## src/rtl/ahb_vga_wbuf.sv

```systemverilog
// AHB-Lite write-post buffer for a VGA console/image pair, plus console/image pixel mux.
// Optional FIFO flush through the control register is enabled by defining VGA_WBUF_FLUSH_EN.
module ahb_vga_wbuf #(
    parameter int FIFO_DEPTH  = 8,
    parameter int PIX_W       = 8,
    parameter int SPLIT_X_RST = 240
) (
    input  logic             HCLK,
    input  logic             HRESETn,
    input  logic             HSEL,
    input  logic [31:0]      HADDR,
    input  logic [1:0]       HTRANS,
    input  logic             HWRITE,
    input  logic [31:0]      HWDATA,
    input  logic             HREADY,
    output logic             HREADYOUT,
    output logic [31:0]      HRDATA,
    input  logic             scroll,
    input  logic [9:0]       pixel_x,
    input  logic [PIX_W-1:0] console_rgb,
    input  logic [PIX_W-1:0] image_rgb,
    output logic             console_we,
    output logic [PIX_W-1:0] console_wdata,
    output logic             image_we,
    output logic [13:0]      image_addr,
    output logic [PIX_W-1:0] image_wdata,
    output logic [PIX_W-1:0] rgb_out
);
    localparam int PTR_W = $clog2(FIFO_DEPTH);
    localparam int LVL_W = PTR_W + 1;
    localparam int ENT_W = 1 + 14 + PIX_W;

    logic [23:0]      addr_reg;
    logic             write_reg;
    logic             valid_reg;
    logic [9:0]       split_x_reg;
    logic [PTR_W-1:0] wr_ptr_reg;
    logic [PTR_W-1:0] rd_ptr_reg;
    logic [LVL_W-1:0] level_reg;
    logic [ENT_W-1:0] mem [FIFO_DEPTH];

    logic sel_console, sel_status, sel_split, sel_ctrl, sel_image;
    logic wr_phase, rd_phase, push_req, push, pop, flush, full, empty;
    logic [ENT_W-1:0] push_entry;
    logic [ENT_W-1:0] pop_entry;
    logic             pop_kind;
    logic             unused_bits;

    assign unused_bits = ^{HADDR[31:24], HTRANS[0], HWDATA};

    always_ff @(posedge HCLK or negedge HRESETn) begin
        if (!HRESETn) begin
            addr_reg  <= '0;
            write_reg <= 1'b0;
            valid_reg <= 1'b0;
        end else if (HREADY) begin
            addr_reg  <= HADDR[23:0];
            write_reg <= HWRITE;
            valid_reg <= HSEL & HTRANS[1];
        end
    end

    assign sel_console = (addr_reg == 24'h000000);
    assign sel_status  = (addr_reg == 24'h000004);
    assign sel_split   = (addr_reg == 24'h000008);
    assign sel_ctrl    = (addr_reg == 24'h00000C);
    assign sel_image   = (addr_reg >= 24'h000010);

    assign wr_phase = valid_reg & write_reg;
    assign rd_phase = valid_reg & ~write_reg;
    assign push_req = wr_phase & (sel_console | sel_image);
    assign full     = (level_reg == LVL_W'(FIFO_DEPTH));
    assign empty    = (level_reg == '0);

`ifdef VGA_WBUF_FLUSH_EN
    assign flush = wr_phase & sel_ctrl & HWDATA[0];
`else
    assign flush = 1'b0;
`endif

    // A pushing write that meets a full FIFO holds the bus until a slot frees up.
    assign HREADYOUT  = ~(push_req & full);
    assign push       = push_req & ~full & ~flush;
    assign pop        = ~empty & ~scroll;
    assign push_entry = {sel_image, (sel_image ? addr_reg[15:2] : 14'd0), HWDATA[PIX_W-1:0]};
    assign pop_entry  = mem[rd_ptr_reg];
    assign pop_kind   = pop_entry[ENT_W-1];

    always_ff @(posedge HCLK) begin
        if (push) begin
            mem[wr_ptr_reg] <= push_entry;
        end
    end

    always_ff @(posedge HCLK or negedge HRESETn) begin
        if (!HRESETn) begin
            wr_ptr_reg <= '0;
            rd_ptr_reg <= '0;
            level_reg  <= '0;
        end else if (flush) begin
            // Collapse the write pointer onto the post-pop read pointer.
            rd_ptr_reg <= rd_ptr_reg + PTR_W'(pop);
            wr_ptr_reg <= rd_ptr_reg + PTR_W'(pop);
            level_reg  <= '0;
        end else begin
            wr_ptr_reg <= wr_ptr_reg + PTR_W'(push);
            rd_ptr_reg <= rd_ptr_reg + PTR_W'(pop);
            level_reg  <= level_reg + LVL_W'(push) - LVL_W'(pop);
        end
    end

    always_ff @(posedge HCLK or negedge HRESETn) begin
        if (!HRESETn) begin
            console_we    <= 1'b0;
            console_wdata <= '0;
            image_we      <= 1'b0;
            image_addr    <= '0;
            image_wdata   <= '0;
        end else begin
            console_we    <= pop & ~pop_kind;
            console_wdata <= (pop & ~pop_kind) ? pop_entry[PIX_W-1:0] : '0;
            image_we      <= pop & pop_kind;
            image_addr    <= (pop & pop_kind) ? pop_entry[ENT_W-2 -: 14] : '0;
            image_wdata   <= (pop & pop_kind) ? pop_entry[PIX_W-1:0] : '0;
        end
    end

    always_ff @(posedge HCLK or negedge HRESETn) begin
        if (!HRESETn) begin
            split_x_reg <= 10'(SPLIT_X_RST);
            rgb_out     <= '0;
        end else begin
            if (wr_phase & sel_split) begin
                split_x_reg <= HWDATA[9:0];
            end
            rgb_out <= (pixel_x < split_x_reg) ? console_rgb : image_rgb;
        end
    end

    always_comb begin
        HRDATA = '0;
        if (rd_phase && sel_status) begin
            HRDATA[0]    = empty;
            HRDATA[1]    = full;
            HRDATA[2]    = scroll;
            HRDATA[15:8] = {{(8 - LVL_W){1'b0}}, level_reg};
        end else if (rd_phase && sel_split) begin
            HRDATA[9:0] = split_x_reg;
        end
    end
endmodule

```

## config.mk

```make
export PLATFORM = sky130hd
export DESIGN_NAME = ahb_vga_wbuf
export DESIGN_NICKNAME = d
export VERILOG_FILES = /design/src/rtl/ahb_vga_wbuf.sv
export SDC_FILE = /design/constraint.sdc
export NUM_CORES = 1
export LEC_CHECK = 0
export ABC_CLOCK_PERIOD_IN_PS = 3100
export BUFFER_PORTS_ARGS = -buffer_cell sky130_fd_sc_hd__buf_2
export CORE_MARGIN = 2
export CORE_UTILIZATION = 45
export DETAILED_ROUTE_END_ITERATION = 10
export PLACE_DENSITY = 0.64
export SLEW_MARGIN = 0
export SYNTH_ARGS = -nofsm -noshare
export SYNTH_HDL_FRONTEND = slang
export SYNTH_SLANG_ARGS = --single-unit
```

## constraint.sdc

```tcl
create_clock -name HCLK -period 3.1 [get_ports HCLK]
set_clock_uncertainty 0.1 [all_clocks]
set_input_delay 0.31 -clock HCLK [delete_from_list [all_inputs] [get_ports HCLK]]
set_output_delay 0.31 -clock HCLK [all_outputs]
set_load 0.005 [all_outputs]
```

# Word-level counts from Yosys, hierarchy flattened
# Memory sizes are Yosys's and may differ from the RTL's.
# Cells that the tools add are included.
# word_totals
reg_bits	86
ram_bits	184
input_bits	98
out_inout_bits	73
wordCells	56
mem_count	1
# op_classes
addsub	4
magnitude_cmp	2
n_eq_ne	3
mux	12
n_bitwise	17
reduce_logical	4
# mem_list
name	depth	width	read_ports	rd_ports_with_merged_regs	wr	line_no	source
mem	8	23	1	0	1	40	logic [ENT_W-1:0] mem [FIFO_DEPTH];
# op_table
op	n
14-bit 2-to-1 mux	2
24-bit by 3-bit == test with 1-bit output (second input constant)	1
24-bit by 4-bit == test with 1-bit output (second input constant)	1
24-bit by 5-bit >= comparator with 1-bit output (second input constant)	1
24-bit zero test	1
8-bit 2-to-1 mux	3
1-bit bitwise AND	10
10-bit less-than comparator	1
10-bit 2-to-1 mux	1
3-bit by 1-bit adder with 3-bit output	2
1-bit NOT	6
5-bit 2-to-1 mux	1
4-bit by 1-bit adder with 4-bit output	1
4-bit == test (second input constant)	1
4-bit zero test	1
2-bit 2-to-1 mux	2
4-bit by 1-bit subtractor with 4-bit output	1
3-bit 2-to-1 mux	1
1-bit logical AND	2
1-bit 2-to-1 mux	2
1-bit OR	1

# Longest topological paths before layout
# Gate-level depths: netlist of run 1.
# logic_depth
depth_word	6
ltp_mapped	10
mapped_depth_nobuf	10

# Worst setup path after synthesis of run 1
# OpenSTA, ideal clock, no wires.
# synth_path
path_kind	reg2reg
startpoint	register addr_reg[1]
endpoint	memory mem[0][0] (netlist bit) (enable)
setup_time_ns	0.432
t_arrival_ns	2.632
required_time_ns	2.568
path_slack_ns	-0.064
stages_incl_launch_ff	5
path_buffers	0
synth_period_minus_slack_ns	3.164
path_cell_list	dfrtp_1 -> nor4_1 -> o311a_1 -> nand3b_1 -> nor3_1
# synth_between
elab_chain_cells	6
elab_cells_between_ends	7
cone_classes	order compare (1); mux (2); bitwise (3); reduce/logical (1)
# synth_rtl
element	line_no	source
start: declaration	33	logic [23:0] addr_reg;
start signal: assignment	57	addr_reg <= HADDR[23:0];
24-bit by 5-bit >= comparator with 1-bit output or 24-bit zero test (tied branches)	67, 63	
1-bit OR (*)	71	assign push_req = wr_phase & (sel_console | sel_image);
1-bit bitwise AND (*)	71	
1-bit bitwise AND (*)	83	assign push = push_req & ~full & ~flush;
1-bit 2-to-1 mux (*)	90	if (push) begin
1-bit 2-to-1 mux (not written as such) (*)	91	mem[wr_ptr_reg] <= push_entry;
end: declaration	40	
# Mark *: on every way between the ends. The rest lies on a longest branch, timed or not.

# Worst setup path in the final report of run 1
# layout_path
startpoint	register addr_reg[4]
endpoint	output HRDATA[7]
# layout_between
elab_chain_cells	4
elab_cells_between_ends	6
cone_classes	eq/ne (2); mux (2); reduce/logical (2)
# layout_rtl
element	line_no	source
24-bit by 4-bit == test with 1-bit output	65	assign sel_split = (addr_reg == 24'h000008);
1-bit logical AND	147	end else if (rd_phase && sel_split) begin
10-bit 2-to-1 mux	147	
5-bit 2-to-1 mux (*)	142	if (rd_phase && sel_status) begin
end: declaration	17	output logic [31:0] HRDATA,
# Marks and branches as above.

==> results.json, run 1 <==
{
  "area_delta_synth_final_pct": 24.5,
  "routed_wl_mm": 21.2,
  "postSynthCellCount": 580,
  "grt_max_degree": 43,
  "cts_tree": "built",
  "syn_area_um2": 10600,
  "nets": 885,
  "ys_top_cells_by_count": "edfxtp_1, dfrtp_1, mux4_2",
  "met1_usage_pct": 23.4,
  "p_leak_nw": 5.14,
  "cp.arrival_ns": 2.54,
  "setup_violations": 0,
  "hold_viol_final": 0,
  "core-area_um2": 23300,
  "die_h_um": 158,
  "gr-usage-met2_pct": 30.3,
  "insertion_delay_ns": 0.53,
  "rsz0062_at_grt": "false",
  "first_iter_violations": 276,
  "layout-drive-gt1-share_pct": 38.1,
  "seq_area_frac_synth_pct": 72.1,
  "max_slew_margin_pct": 54.3,
  "io_pins": 171,
  "gr-total-overflow": 0,
  "max-vdd-ir-drop_uv": 639,
  "ys_top_cells_by_area": "edfxtp_1, dfrtp_1, mux4_2",
  "critPathKind": "register to primary output",
  "syn_area_per_cell_um2": 18.4,
  "numCtsBuffers": 28,
  "die_w_um": 158,
  "grtUsageMet3_pct": 3.91,
  "vias": 5591,
  "dpl.hpwl_mm": 13.3,
  "cts_setup_buffers": 0,
  "synth_top_area_share_pct": 51.9,
  "clk_pin_slew_ns": 0.06,
  "period_share_pct": 95.2,
  "yosysTopAreaCell": "edfxtp_1",
  "gp_congestion": 0.801,
  "period_minus_slack_ns": 2.95,
  "cts_sinks": 270,
  "r2r-end": "rgb_out[7]",
  "cts.path.max_buffers": 3,
  "dieArea_um2": 24900,
  "first_pass_iters": 4,
  "crit_path_end_kind": "primary output",
  "diodes": 0,
  "stdcell_count": 1108,
  "synth_edf_count": 184,
  "start_util_pct": 45.6,
  "synth_flop_cell": "edfxtp_1",
  "r2r_cells": 7,
  "drv_cap": 0,
  "drtAntennaViolNets": 0,
  "worst_setup_path_start_kind": "register",
  "synth_most_common_cell": "edfxtp_1",
  "async_flop_share_pct": 31.9,
  "yosys_warnings": 0,
  "largest_reg_flops": 184,
  "drc": 0,
  "synth.distinct_cells": 43,
  "crit_fanout": 10,
  "crit_required_ns": 2.69,
  "slew_violations": 0,
  "whs_path_depth": 1,
  "cts_htree_levels": 1,
  "status": "finished clean",
  "min_to": "mem[3][3]",
  "yosys_register_bits": 270,
  "io_buffer_count": 119,
  "placed_cells": 1005,
  "placementRows": 56,
  "grt_usage_pct": 17.8,
  "top_usage_layer": "met2",
  "via_per_inst": 5.05,
  "grt_pass1_wl_mm": 33.5,
  "r2r_setup_slack_ns": 0.18,
  "root_buffer": "clkbuf_16",
  "tns_ns": 0,
  "hold_start": "HWDATA[3]",
  "hold_class": "input pin to register",
  "antenna_found_initial": 0,
  "r2r-start": "split_x_reg[7]",
  "first_global_vias": 6135,
  "wl_per_cell_um": 19.1,
  "power_density_nw_per_um2": 762,
  "max_freq_mhz": 339,
  "worst_slew_pin_slew_ns": 0.685
}
==> worst max-delay path, cell delays in order, from the launching register on <==
cell	delay [ns]
dfrtp_2	0.47
nor4_4	0.35
nand3_2	0.16
or4_4	0.57
nor2b_4	0.19
and2_1	0.16
buf_2	0.11
==> worst max path at each step <==
| stage | startpoint | endpoint | slack (ns) |
|---|---|---|---|
| after floorplan | addr_reg[1] | mem[5][0] | 0.55 |
| after global placement | addr_reg[13] | level_reg[3] | 0.22 |
| after detailed placement | addr_reg[13] | level_reg[3] | 0.14 |
| after CTS | addr_reg[4] | HRDATA[7] | 0.04 |
| after global routing | addr_reg[15] | HRDATA[7] | 0.007 |
| final | addr_reg[4] | HRDATA[7] | 0.15 |
==> power by group <==
part	total, W	switching, W	internal [W]
clock	0.00341	0.00136	0.00205
combinational	0.00225	0.00114	0.00111
sequential	0.00444	0.000195	0.00424
==> per-stage QoR <==
stage / cell area (µm²) / util (%) / hold WS [ns] / power [W] / worst slack, ns
global placement: 11700 / 50.3 / 0.250 / 0.00669 / 0.222
CTS: 13200 / 56.7 / 0.0148 / 0.0102 / 0.0400
detailed placement: 11700 / 50.3 / 0.262 / 0.00676 / 0.142
global route: 13300 / 56.8 / 0.0233 / 0.0106 / 0.00692
finish: 13300 / 56.8 / 0.0405 / 0.0101 / 0.150
floorplan: 10700 / - / -0.0856 / 0.00603 / 0.545
==> placed cells by master, fill, tap and decap left out, types with 4 or more instances in the layout <==
cell type and n:
edfxtp_1 184, buf_2 118, dfrtp_1 76, dlygate4sd3_1 51, mux4_2 46, mux2_2 44, nor2_1 38, clkbuf_16 29
mux2i_1 22, inv_1 20, conb_1 20, ha_1 19, buf_4 15, buf_12 7, nor2_4 6, dfrtp_2 6
clkinv_2 6, nand2_1 5, and2_1 5, xor2_1 4, bufinv_16 4, clkbuf_1 4, dfstp_2 4
==> layout make-up <==
type,count,area (µm²)
clock buffers,33,741
clock inverters,19,211
fillers,1797,10100
inverters,20,75.1
multi-input cells,256,2780
flip-flops and latches,270,7690
well taps,319,399
repair buffers,191,1350
==> metal layers <==
layer,share of wire [%],up-vias,wire length (µm)
li1,-,2545,-
met1,41,2832,8670
met2,51,191,10800
met3,6.9,23,1470
met4,1.4,0,290
met5,0,-,0
==> kinds of logic after synthesis <==
group | after synthesis | synth area share, %
buffers and inverters | 73 | 3.50
DFF | 270 | 72.1
other | 1 | 0.0352
muxes | 112 | 16.4
xor gates and xnor gates | 4 | 0.329
and+or+nand+nor | 83 | 3.97
adders and majority gates | 20 | 2.42
AOI/OAI and AO/OA | 17 | 1.15
==> what timing repair did <==
| action | 4_1_cts | 5_1_grt |
|---|---|---|
| pin swaps | 0 | 0 |
| endpoints found under the hold margin | 113 | 0 |
| endpoints found under the setup margin | 12 | 5 |
| hold buffers | 51 | 0 |
| resized for setup | 6 | 7 |
Power figures use the tool's default switching activity.
==> run 2, diff against run 1 <==
- CORE_UTILIZATION: 45 -> 51
- PLACE_DENSITY: 0.64 -> 0.72
==> run 2 against run 1 <==
  * Core utilization grew 7.3 points
  * First-iteration DRC count grew 24%
  * Critical path depth is the same
  * Register-to-register slack lost 0.03 ns
  * Sequential power grew 1%
  * Clock power shrank 3%
  * Routed wire length is essentially flat
  * Final cell count shrank 5.1%
  * Cell area shrank 1.5%
==> results.json, run 2 (synthesized netlist as in run 1, its figures left out) <==
{
  "start_util_pct": 52.3,
  "first_global_vias": 5991,
  "pwr-share-clk_pct": 33.3,
  "first_pass_iters": 4,
  "dpl.hpwl_mm": 12.4,
  "power_frac_seq_pct": 45.1,
  "die_w_um": 149,
  "combPwrFrac_pct": 21.6,
  "drtAntennaViolNets": 0,
  "final_common_cell": "edfxtp_1",
  "first_iter_violations": 343,
  "io_pins": 171,
  "routed_wl_mm": 21.2,
  "cp.arrival_ns": 2.61,
  "worst_setup_path_start_kind": "register",
  "max-vdd-ir-drop_uv": 554,
  "multi_input_area_um2": 2770,
  "grt_pass1_wl_mm": 33.0,
  "vias": 5562,
  "hold_viol_final": 0,
  "cts_tree": "built",
  "ff_latch_area_um2": 7680,
  "core-area_um2": 20400,
  "cts.path.max_buffers": 3,
  "root_buffer": "clkbuf_16",
  "antenna_found_initial": 0,
  "worst_slew_pin_slew_ns": 0.756,
  "intPower_w": 0.00733,
  "period_minus_slack_ns": 3.02,
  "nets": 878,
  "utilization_pct": 64.1,
  "placementRows": 52,
  "critPathKind": "register to primary output",
  "cts_sinks": 270,
  "layout_common_cells": "edfxtp_1, buf_2, dfrtp_1",
  "max_slew_margin_pct": 49.6,
  "grt_usage_pct": 19.7,
  "crit_path_end_kind": "primary output",
  "p_leak_nw": 5.08,
  "diodes": 0,
  "crit_required_ns": 2.69,
  "period_share_pct": 97.4,
  "dieArea_um2": 22100,
  "gr-total-overflow": 0,
  "power_density_nw_per_um2": 765,
  "n_fill_cell": 1391,
  "tns_ns": 0,
  "largest_reg_flops": 184,
  "numCtsBuffers": 27,
  "crit_chain": "nor4_4, nand3_2, or4_4, nor2b_4, and2_1, buf_2",
  "cp_slowest_stage_delay_ns": 0.59,
  "cts_setup_buffers": 0,
  "slew_violations": 0,
  "switching_share_pct": 26.6,
  "area_delta_synth_final_pct": 22.5,
  "layout-drive-gt1-share_pct": 37.3,
  "hold_class": "input pin to register",
  "wl_per_cell_um": 20.2,
  "netSwitchingPower_w": 0.00265,
  "status": "finished clean",
  "crit_fanout": 10,
  "drv_cap": 0,
  "die_h_um": 149,
  "clk_pin_slew_ns": 0.06,
  "drc": 0,
  "max_freq_mhz": 331,
  "insertion_delay_ns": 0.53,
  "io_buffer_count": 119,
  "cts_htree_levels": 1,
  "setup_violations": 0,
  "grt_max_degree": 55,
  "gp_congestion": 0.801,
  "via_per_inst": 5.29,
  "worst_path_max_delay_cell": "or4_4"
}
==> run 2: what timing repair did <==
action / 4_1_cts / 5_1_grt
pin swaps: 1 / 0
endpoints found under the setup margin: 7 / 5
gates cloned: 0 / 0
hold buffers: 51 / 0
endpoints found under the hold margin: 125 / 0
gates resized for setup: 7 / 2
==> run 2: final timing paths <==
path	startpoint	end	slack, ns	cells after the start
max	addr_reg[14]	HRDATA[5]	0.08	6
min	HWDATA[4]	mem[3][4]	0.03	1
max reg2reg	split_x_reg[7]	rgb_out[1]	0.15	7
min reg2reg	addr_reg[17]	addr_reg[17]	0.41	1
max in group asynchronous	HRESETn	addr_reg[7]	1.90	3
min in group asynchronous	HRESETn	console_wdata[5]	0.29	2
==> run 2: metal layers <==
metal	GRT usage (%)	wire length, µm	vias up
met5	0	0	-
met4	3.67	291	0
met3	3.25	1350	23
met2	34.4	10800	178
met1	26.6	8700	2836
li1	-	-	2525
==> run 2: final cells by class <==
| class | instances | share of cell area (%) |
|---|---|---|
| clock inverters | 18 | 1.62 |
| flip-flops and latches | 270 | 58.9 |
| inverters | 20 | 0.575 |
| multi-input cells | 256 | 21.2 |
| repair buffers | 185 | 9.65 |
| well taps | 270 | 2.59 |
| clock buffers | 32 | 5.48 |
==> run 2: stage by stage <==
stage,instance area (µm²),hold WS [ns],power [W],setup WS (ns),cells
2_1_floorplan,10700,-0.0856,0.00603,0.545,599
3_3_place_gp,11600,0.305,0.00662,0.241,950
3_5_place_dp,11600,0.324,0.00670,0.209,950
4_1_cts,13000,0.00999,0.0101,0.0265,1051
5_1_grt,13000,0.0314,0.0104,-0.0401,1051
6_report,13000,0.0287,0.00998,0.0795,1051
==> run 2: power by group through the flow <==
| stage | clock, W | sequential, W | combinational (W) |
|---|---|---|---|
| final | 0.00332 | 0.00450 | 0.00216 |
| after global routing | 0.00352 | 0.00456 | 0.00236 |
| after CTS | 0.00336 | 0.00451 | 0.00219 |
| after detailed placement | 0 | 0.00457 | 0.00213 |
| after global placement | 0 | 0.00455 | 0.00207 |
| after floorplan | 0 | 0.00445 | 0.00158 |
==> run 2: critical path: cells and delay by family, from the launching register on <==
kind / cells / cell delay (ns)
and+or+nand+nor: 5 / 1.48
buffers and inverters: 1 / 0.11
DFF: 1 / 0.50
==> run 3, diff against run 2 <==
- ABC_CLOCK_PERIOD_IN_PS: 3100 -> 3000
- CORE_UTILIZATION: 51 -> 56
- PLACE_DENSITY: 0.72 -> 0.75
- clock period: 3.1 -> 3 ns (I/O delays scaled with it)
==> run 3 against run 2 <==
  * Non-clock buffer count is 17 higher
  * Global-route usage grew 3.1 points
  * Die area down 8.7%
  * First-iteration DRC count rose by 14%
  * Final cell count is 1.8% lower
  * Routed wire length rose by 5.1%
  * Cell area is 0.27% higher
  * Combinational power rose by 7%
  * Sequential share of layout area decreased by 0.11 points
  * Hold slack improved by 0.16 ns
  * Count of clock-buffer cells in the layout increased by 5
  * Critical path depth unchanged
==> results.json, run 3 (synthesized netlist as in run 1, its figures left out) <==
{
  "period_minus_slack_ns": 2.88,
  "layout_common_cells": "edfxtp_1, buf_2, dfrtp_1",
  "largest_reg_flops": 184,
  "area_delta_synth_final_pct": 22.9,
  "power_density_nw_per_um2": 779,
  "cts.path.max_buffers": 3,
  "crit_buf_inv": 1,
  "r2r_cells": 8,
  "hold_viol_final": 0,
  "crit_path_end_kind": "primary output",
  "p_leak_nw": 5.15,
  "drtAntennaViolNets": 0,
  "via_per_inst": 5.61,
  "diodes": 0,
  "met1_usage_pct": 30.0,
  "routed_wl_mm": 22.3,
  "worst_setup_path_start_kind": "register",
  "status": "finished clean",
  "critPathKind": "register to primary output",
  "numCtsBuffers": 27,
  "core-area_um2": 18700,
  "placementRows": 50,
  "gp_congestion": 0.813,
  "crit_required_ns": 2.60,
  "cts_tree": "built",
  "antenna_found_initial": 0,
  "first_iter_violations": 390,
  "vias": 5792,
  "wl_per_cell_um": 21.6,
  "r2r_setup_slack_ns": 0.18,
  "root_buffer": "clkbuf_16",
  "io_pins": 171,
  "setup_violations": 0,
  "drc": 0,
  "max_freq_mhz": 347,
  "start_util_pct": 56.9,
  "insertion_delay_ns": 0.53,
  "grt_usage_pct": 22.7,
  "dieArea_um2": 20100,
  "worst_slew_pin_slew_ns": 1.03,
  "max-vdd-ir-drop_uv": 454,
  "die_w_um": 142,
  "first_pass_iters": 5,
  "setup_ws_ns": 0.118,
  "hold_class": "input pin to asynchronous set/reset pin",
  "layout-drive-gt1-share_pct": 38.1,
  "r2r-end": "rgb_out[3]",
  "max_slew_margin_pct": 30.7,
  "grtUsageMet3_pct": 4.18,
  "cp.arrival_ns": 2.48,
  "drv_cap": 0,
  "slew_violations": 0,
  "dpl.hpwl_mm": 12.8,
  "cts_htree_levels": 1,
  "worst_path_max_delay_cell": "or4_4",
  "grt_max_degree": 51,
  "r2r-start": "split_x_reg[7]",
  "cp_slowest_stage_delay_ns": 0.59,
  "clk_pin_slew_ns": 0.06,
  "nets": 895,
  "crit_fanout": 10,
  "gr-total-overflow": 0,
  "post-place-ws_ns": 0.219,
  "whs_ns": 0.188,
  "first_global_vias": 6256,
  "utilization_pct": 69.9,
  "final_common_cell": "edfxtp_1",
  "top_usage_layer": "met2",
  "gr-usage-met2_pct": 39.8,
  "power_w": 0.0102,
  "grt_pass1_wl_mm": 34.5,
  "cp_top_family": "simple AND/OR/NAND/NOR gates",
  "period_share_pct": 96.1,
  "cts_sinks": 270,
  "io_buffer_count": 119,
  "die_h_um": 142,
  "crit_chain": "nor4_2, nand3_1, or4_4, nor2b_4, and2_1, buf_2"
}
-- run 3: changes by cell type in the layout (fill, tap and decap cells not counted), moves of 3 or more --
cell	before	now
clkinv_2	4	7
buf_4	13	22
clkbuf_1	3	8
dfrtp_2	2	7
buf_12	3	8
dlygate4sd3_1	51	54
clkinvlp_4	5	1
nor2_2	2	6
nor2_4	4	0
dfrtp_1	80	75
-- run 3: area by class of cell --
cell class / count / area [µm²]
clock buffer: 37 / 733
clock inverter: 13 / 124
fill: 1143 / 5620
inverter: 20 / 75.1
sequential: 270 / 7690
tap: 234 / 293
multi-input combinational: 256 / 2710
timing repair buffer: 202 / 1460
-- run 3: worst max path at each step --
stage               slack [ns]         end  depth (start not counted)    startpoint
floorplan                 0.45   mem[5][0]                          4   addr_reg[1]
global placement          0.27  mem[1][19]                          6   addr_reg[4]
detailed placement        0.22  mem[1][19]                          6   addr_reg[4]
CTS                       0.04   HRDATA[7]                          6  addr_reg[14]
global route             -0.02   HRDATA[7]                          6  addr_reg[15]
finish                    0.12   HRDATA[7]                          6  addr_reg[15]
-- run 3: stage by stage --
| step | cell area, µm² | TNS (ns) | instances |
|---|---|---|---|
| final | 13100 | 0 | 1032 |
| after global routing | 13100 | -0.0562 | 1032 |
| after CTS | 13000 | 0 | 1025 |
| after detailed placement | 11600 | 0 | 921 |
| after global placement | 11600 | 0 | 921 |
| after floorplan | 10700 | 0 | 599 |
-- run 3: power by group --
part | switching, W | leakage [nW] | internal [W] | total [W]
clock network | 0.00136 | 0.423 | 0.00189 | 0.00325
logic | 0.00115 | 2.00 | 0.00116 | 0.00231
registers | 0.000254 | 2.73 | 0.00438 | 0.00464
total | 0.00277 | 5.15 | 0.00743 | 0.0102
-- run 3: layer usage --
metal / vias up / part of all wire [%]
li1: 2554 / -
met1: 2938 / 39
met2: 265 / 52
met3: 35 / 7.2
met4: 0 / 2.0
met5: - / 0
-- run 3: what timing repair did --
item / 4_1_cts / 5_1_grt
hold endpoints to repair: 136 / 0
pin swaps: 0 / 3
endpoints found under the setup margin: 5 / 31
hold buffers: 54 / 0
gates resized for setup: 3 / 7
setup buffers: 0 / 7
